## src/rtl/button_event.sv

```systemverilog
// Classifies debounced button presses as short, long or held-with-auto-repeat
// and emits registered single-cycle event pulses for the mode controller.
module button_event #(
  parameter int LONG_CYC   = 1000,
  parameter int REPEAT_CYC = 200,
  parameter int CNT_W      = 11
) (
  input  logic clk,
  input  logic rst,
  input  logic btn_level,
  output logic short_pulse,
  output logic long_pulse,
  output logic repeat_pulse,
  output logic held
);

  if (LONG_CYC < 2 || LONG_CYC > (1 << CNT_W) - 1) begin : g_bad_long_cyc
    $error("button_event: LONG_CYC out of range for CNT_W");
  end
  if (REPEAT_CYC < 1 || REPEAT_CYC > (1 << CNT_W) - 1) begin : g_bad_repeat_cyc
    $error("button_event: REPEAT_CYC out of range for CNT_W");
  end

  localparam logic [CNT_W-1:0] LONG_LAST = CNT_W'(LONG_CYC - 1);
  localparam logic [CNT_W-1:0] REP_LAST  = CNT_W'(REPEAT_CYC - 1);
  localparam logic [CNT_W-1:0] CNT_ONE   = CNT_W'(1);

  typedef enum logic [1:0] {
    IDLE    = 2'b00,
    PRESSED = 2'b01,
    HELD    = 2'b10
  } state_t;

  state_t           state_q, state_d;
  logic [CNT_W-1:0] press_cnt_q, press_cnt_d;
  logic [CNT_W-1:0] rep_cnt_q, rep_cnt_d;
  logic             short_q, short_d;
  logic             long_q, long_d;
  logic             repeat_q, repeat_d;
  logic             held_q, held_d;

  always_ff @(posedge clk or posedge rst) begin
    if (rst) begin
      state_q     <= IDLE;
      press_cnt_q <= '0;
      rep_cnt_q   <= '0;
      short_q     <= 1'b0;
      long_q      <= 1'b0;
      repeat_q    <= 1'b0;
      held_q      <= 1'b0;
    end else begin
      state_q     <= state_d;
      press_cnt_q <= press_cnt_d;
      rep_cnt_q   <= rep_cnt_d;
      short_q     <= short_d;
      long_q      <= long_d;
      repeat_q    <= repeat_d;
      held_q      <= held_d;
    end
  end

  // Reaching the long threshold moves to HELD, so press_cnt can never overflow.
  always_comb begin
    state_d     = state_q;
    press_cnt_d = press_cnt_q;
    rep_cnt_d   = rep_cnt_q;
    case (state_q)
      IDLE: begin
        if (btn_level) begin
          state_d     = PRESSED;
          press_cnt_d = '0;
        end
      end
      PRESSED: begin
        if (!btn_level) begin
          state_d = IDLE;
        end else if (press_cnt_q == LONG_LAST) begin
          state_d   = HELD;
          rep_cnt_d = '0;
        end else begin
          press_cnt_d = press_cnt_q + CNT_ONE;
        end
      end
      HELD: begin
        if (!btn_level) begin
          state_d = IDLE;
        end else if (rep_cnt_q == REP_LAST) begin
          rep_cnt_d = '0;
        end else begin
          rep_cnt_d = rep_cnt_q + CNT_ONE;
        end
      end
      default: state_d = IDLE;
    endcase
  end

  // A release always takes priority over a long or repeat event on the same edge.
  always_comb begin
    short_d  = 1'b0;
    long_d   = 1'b0;
    repeat_d = 1'b0;
    case (state_q)
      PRESSED: begin
        short_d = !btn_level;
        long_d  = btn_level && (press_cnt_q == LONG_LAST);
      end
      HELD: begin
        repeat_d = btn_level && (rep_cnt_q == REP_LAST);
      end
      default: ;
    endcase
    held_d = (state_d == HELD);
  end

  assign short_pulse  = short_q;
  assign long_pulse   = long_q;
  assign repeat_pulse = repeat_q;
  assign held         = held_q;

endmodule

```

## config.mk

```make
export PLATFORM = sky130hd
export DESIGN_NAME = button_event
export DESIGN_NICKNAME = d
export VERILOG_FILES = /design/src/rtl/button_event.sv
export SDC_FILE = /design/constraint.sdc
export NUM_CORES = 1
export LEC_CHECK = 0
export ABC_AREA = 1
export BUFFER_PORTS_ARGS = -buffer_cell sky130_fd_sc_hd__buf_2
export CAP_MARGIN = 20
export CORE_MARGIN = 2
export CORE_UTILIZATION = 55
export CTS_CLUSTER_DIAMETER = 80
export DETAILED_ROUTE_END_ITERATION = 12
export PLACE_DENSITY = 0.81
export SYNTH_ARGS = -nofsm -noshare
export SYNTH_HDL_FRONTEND = slang
export SYNTH_SLANG_ARGS = --single-unit
```

## constraint.sdc

```tcl
create_clock -name clk -period 1.55 [get_ports clk]
set_input_delay 0.2325 -clock clk [delete_from_list [all_inputs] [get_ports clk]]
set_output_delay 0.2325 -clock clk [all_outputs]
set_load 0.02 [all_outputs]
```

==> impl_metrics.json <==
{
  "outcome": "finished clean",
  "grtUsageTotal_pct": 22.3,
  "switching_share_pct": 24.9,
  "finClkSkew_ns": 0.00952,
  "synth_top_flop_cell": "dfrtp_1",
  "final_area_sq_um": 1960,
  "htree_levels": 1,
  "p_sw_uw": 361,
  "ys_warn_count": 0,
  "whs_endpoint": "short_pulse$_DFF_PP0_",
  "max_slew.worst_pin.slew_ns": 0.379,
  "path_max_fanout": 14,
  "finalHoldViolCount": 0,
  "crit_top_cell": "nand2_2",
  "nFillCells": 271,
  "reg2reg_from": "press_cnt_q[1]$_DFFE_PP0P_",
  "cp_cell_sequence": "ha_1 > nand2_2 > nor2_4 > nand4_2 > nand2_2 > nand3_1 > nand2_1",
  "grt_max_degree": 29,
  "holdCritPathClass": "in2reg",
  "die_height_um": 60.2,
  "grt_pass1_vias": 1429,
  "r2r-end": "rep_cnt_q[9]$_DFFE_PP0P_",
  "synth_common_cells": "nand2_1, nand3_1, nor2_1, dfrtp_1, inv_1",
  "fin_tns_setup_ns": 0,
  "worstSetupPathType": "reg2reg",
  "drive_above_1_share_pct": 13.4,
  "grt_pass1_wl_um": 6130,
  "cts-buffers-inserted": 3,
  "combPwrFrac_pct": 12.0,
  "startpoint_type": "flop",
  "crit_family": "simple AND/OR/NAND/NOR gates",
  "insertion_delay_ns": 0.34,
  "holdCritStartpoint": "btn_level",
  "fin_crit_sh_pct": 93.1,
  "period_needed_ns": 1.44,
  "cp.required_ns": 1.83,
  "clockPowerShare_pct": 34.2,
  "powerDensity_nw_per_um2": 741,
  "clockBufferDepth": 2,
  "totalPowerFinal_uw": 1450,
  "wl_um": 3660,
  "row_count": 20,
  "antenna_found_initial": 0,
  "setup_violations": 0,
  "first_iter_violations": 106,
  "syn_area_per_cell_sq_um": 6.97,
  "cts_sinks": 28,
  "path_clk_slew_ns": 0.16,
  "slowest_delay_ns": 0.40,
  "area.growth.synth_to_final_pct": 12.8,
  "synthCells": 249,
  "port_buffers": 6,
  "firstDrtPassIters": 4,
  "p_seq_share_pct": 53.8,
  "fmax_mhz": 693,
  "diodes": 0,
  "cts_tree": "yes",
  "drv_cap": 0,
  "ys_async_sr_fraction_pct": 100,
  "internal_power_uw": 1090,
  "synth.area.top_cells": "dfrtp_1, nand2_1, nand3_1",
  "cts-resized-gates": 0,
  "reg2reg_depth": 7,
  "synthesis.area_sq_um": 1740,
  "globalplace.congestion": 0.933,
  "netlist.area_leader.share_pct": 40.4,
  "place_area_sq_um": 1850,
  "die_x_um": 60.2,
  "critPathArrivalTime_ns": 1.73,
  "yosys.area.top_type": "dfrtp_1",
  "vias": 1609,
  "final_net_count": 274,
  "ant_nets": 0,
  "avgRoutedWirePerCell_um": 11.7,
  "hold_path_depth": 2,
  "seq_area_sq_um": 701,
  "initial_utilization_pct": 57.3,
  "synth.most_common_cell": "nand2_1",
  "holdWs_ns": 0.0440,
  "viasPerCell": 5.16,
  "synth_cell_types": 23,
  "clock-root-buffer": "clkbuf_4",
  "cp_slowest_cell": "dfrtp_1",
  "slew_violations": 0,
  "gr-total-overflow": 0,
  "rrSetupSlack_ns": 0.11,
  "worstPathBufferInverterCount": 0,
  "core_sq_um": 3030,
  "synth_enable_flop_cells": 0,
  "cp-end-kind": "flop",
  "route.detailed.drc": 0,
  "ys_seq_elements": 28,
  "slew_headroom_pct": 74.7,
  "dieArea_sq_um": 3620,
  "dpl.hpwl_um": 2540,
  "pin_count": 7,
  "p_leak_uw": 0.00102,
  "vdd_drop_max_v": 0.000366,
  "seq_area_frac_synth_pct": 40.4,
  "synth.net_count": 254,
  "multi_input_area_sq_um": 883
}
[sequential cells by signal (all words and copies together) (netlist names)]
| name | flops |
|---|---|
| held | 1 |
| long_pulse | 1 |
| press_cnt_q | 11 |
| rep_cnt_q | 11 |
| repeat_pulse | 1 |
| short_pulse | 1 |
| state_q | 2 |
[routing by layer]
| layer | routed length [um] | global-route usage, % | vias to the layer above |
|---|---|---|---|
| li1 | - | - | 827 |
| met1 | 1630 | 26.5 | 742 |
| met2 | 1850 | 40.1 | 32 |
| met3 | 108 | 3.25 | 8 |
| met4 | 71 | 8.89 | 0 |
| met5 | 0 | 0 | - |
[area by class of cell]
cell class	count	area share, %
multi-input combinational	186	45.1
sequential	28	35.8
timing repair buffer	21	8.05
inverter	29	5.56
tap	44	2.81
clock inverter	1	1.53
clock buffer	3	1.15
[logic make-up (layout without fill, tap and decap cells)]
logic type | after synthesis | after routing | share of synthesized area [%]
buffers and inverters | 35 | 54 | 8.72
AOI/OAI and AO/OA | 9 | 9 | 3.82
adders and majority gates | 2 | 2 | 1.44
xor gates and xnor gates | 6 | 6 | 3.03
DFF | 28 | 28 | 40.4
and+or+nand+nor | 169 | 169 | 42.6
[layout by cell type (no fill, tap or decap)]
cell type / count
buf_12: 1
buf_2: 6
buf_4: 13
bufinv_16: 1
clkbuf_4: 3
dfrtp_1: 28
dlygate4sd3_1: 1
ha_1: 2
inv_1: 28
inv_2: 1
nand2_1: 83
nand2_2: 3
nand3_1: 35
nand3_2: 1
nand3b_1: 1
nand4_1: 8
nand4_2: 1
nor2_1: 32
nor2_2: 2
nor2_4: 1
nor3_1: 2
o21ai_0: 2
o21ai_1: 4
o21ai_2: 2
o21bai_4: 1
xnor2_1: 2
xor2_1: 4
[worst max path at each step]
stage / end / slack (ns) / cells after the start / startpoint
global placement: press_cnt_q[8]$_DFFE_PP0P_ / 0.16 / 7 / press_cnt_q[1]$_DFFE_PP0P_
detailed placement: press_cnt_q[8]$_DFFE_PP0P_ / 0.11 / 7 / press_cnt_q[1]$_DFFE_PP0P_
floorplan: press_cnt_q[7]$_DFFE_PP0P_ / 0.09 / 9 / press_cnt_q[0]$_DFFE_PP0P_
global route: rep_cnt_q[9]$_DFFE_PP0P_ / -0.007 / 7 / press_cnt_q[1]$_DFFE_PP0P_
finish: rep_cnt_q[9]$_DFFE_PP0P_ / 0.11 / 7 / press_cnt_q[1]$_DFFE_PP0P_
CTS: press_cnt_q[8]$_DFFE_PP0P_ / 0.06 / 7 / press_cnt_q[1]$_DFFE_PP0P_
[per-stage QoR]
step | setup WS [ns] | instances | utilization [%]
after CTS | 0.0597 | 307 | 63.0
after global placement | 0.165 | 302 | 61.0
final | 0.107 | 312 | 64.7
after global routing | -0.00695 | 312 | 64.7
after detailed placement | 0.109 | 302 | 61.0
after floorplan | 0.0921 | 249 | -
[power by group through the flow]
stage / logic, uW / clock network [uW] / registers (uW)
3_3_place_gp: 139 / 0 / 794
6_report: 174 / 497 / 781
2_1_floorplan: 94.0 / 0 / 795
5_1_grt: 196 / 535 / 784
4_1_cts: 145 / 498 / 783
3_5_place_dp: 140 / 0 / 796
[repair_timing]
item                                   in CTS  in global routing
endpoints found under the hold margin      28                  0
hold buffers                                1                  0
setup endpoints to repair                   0                 11
setup buffers                               0                  5
No activity file was read; power rests on OpenSTA's default activity.
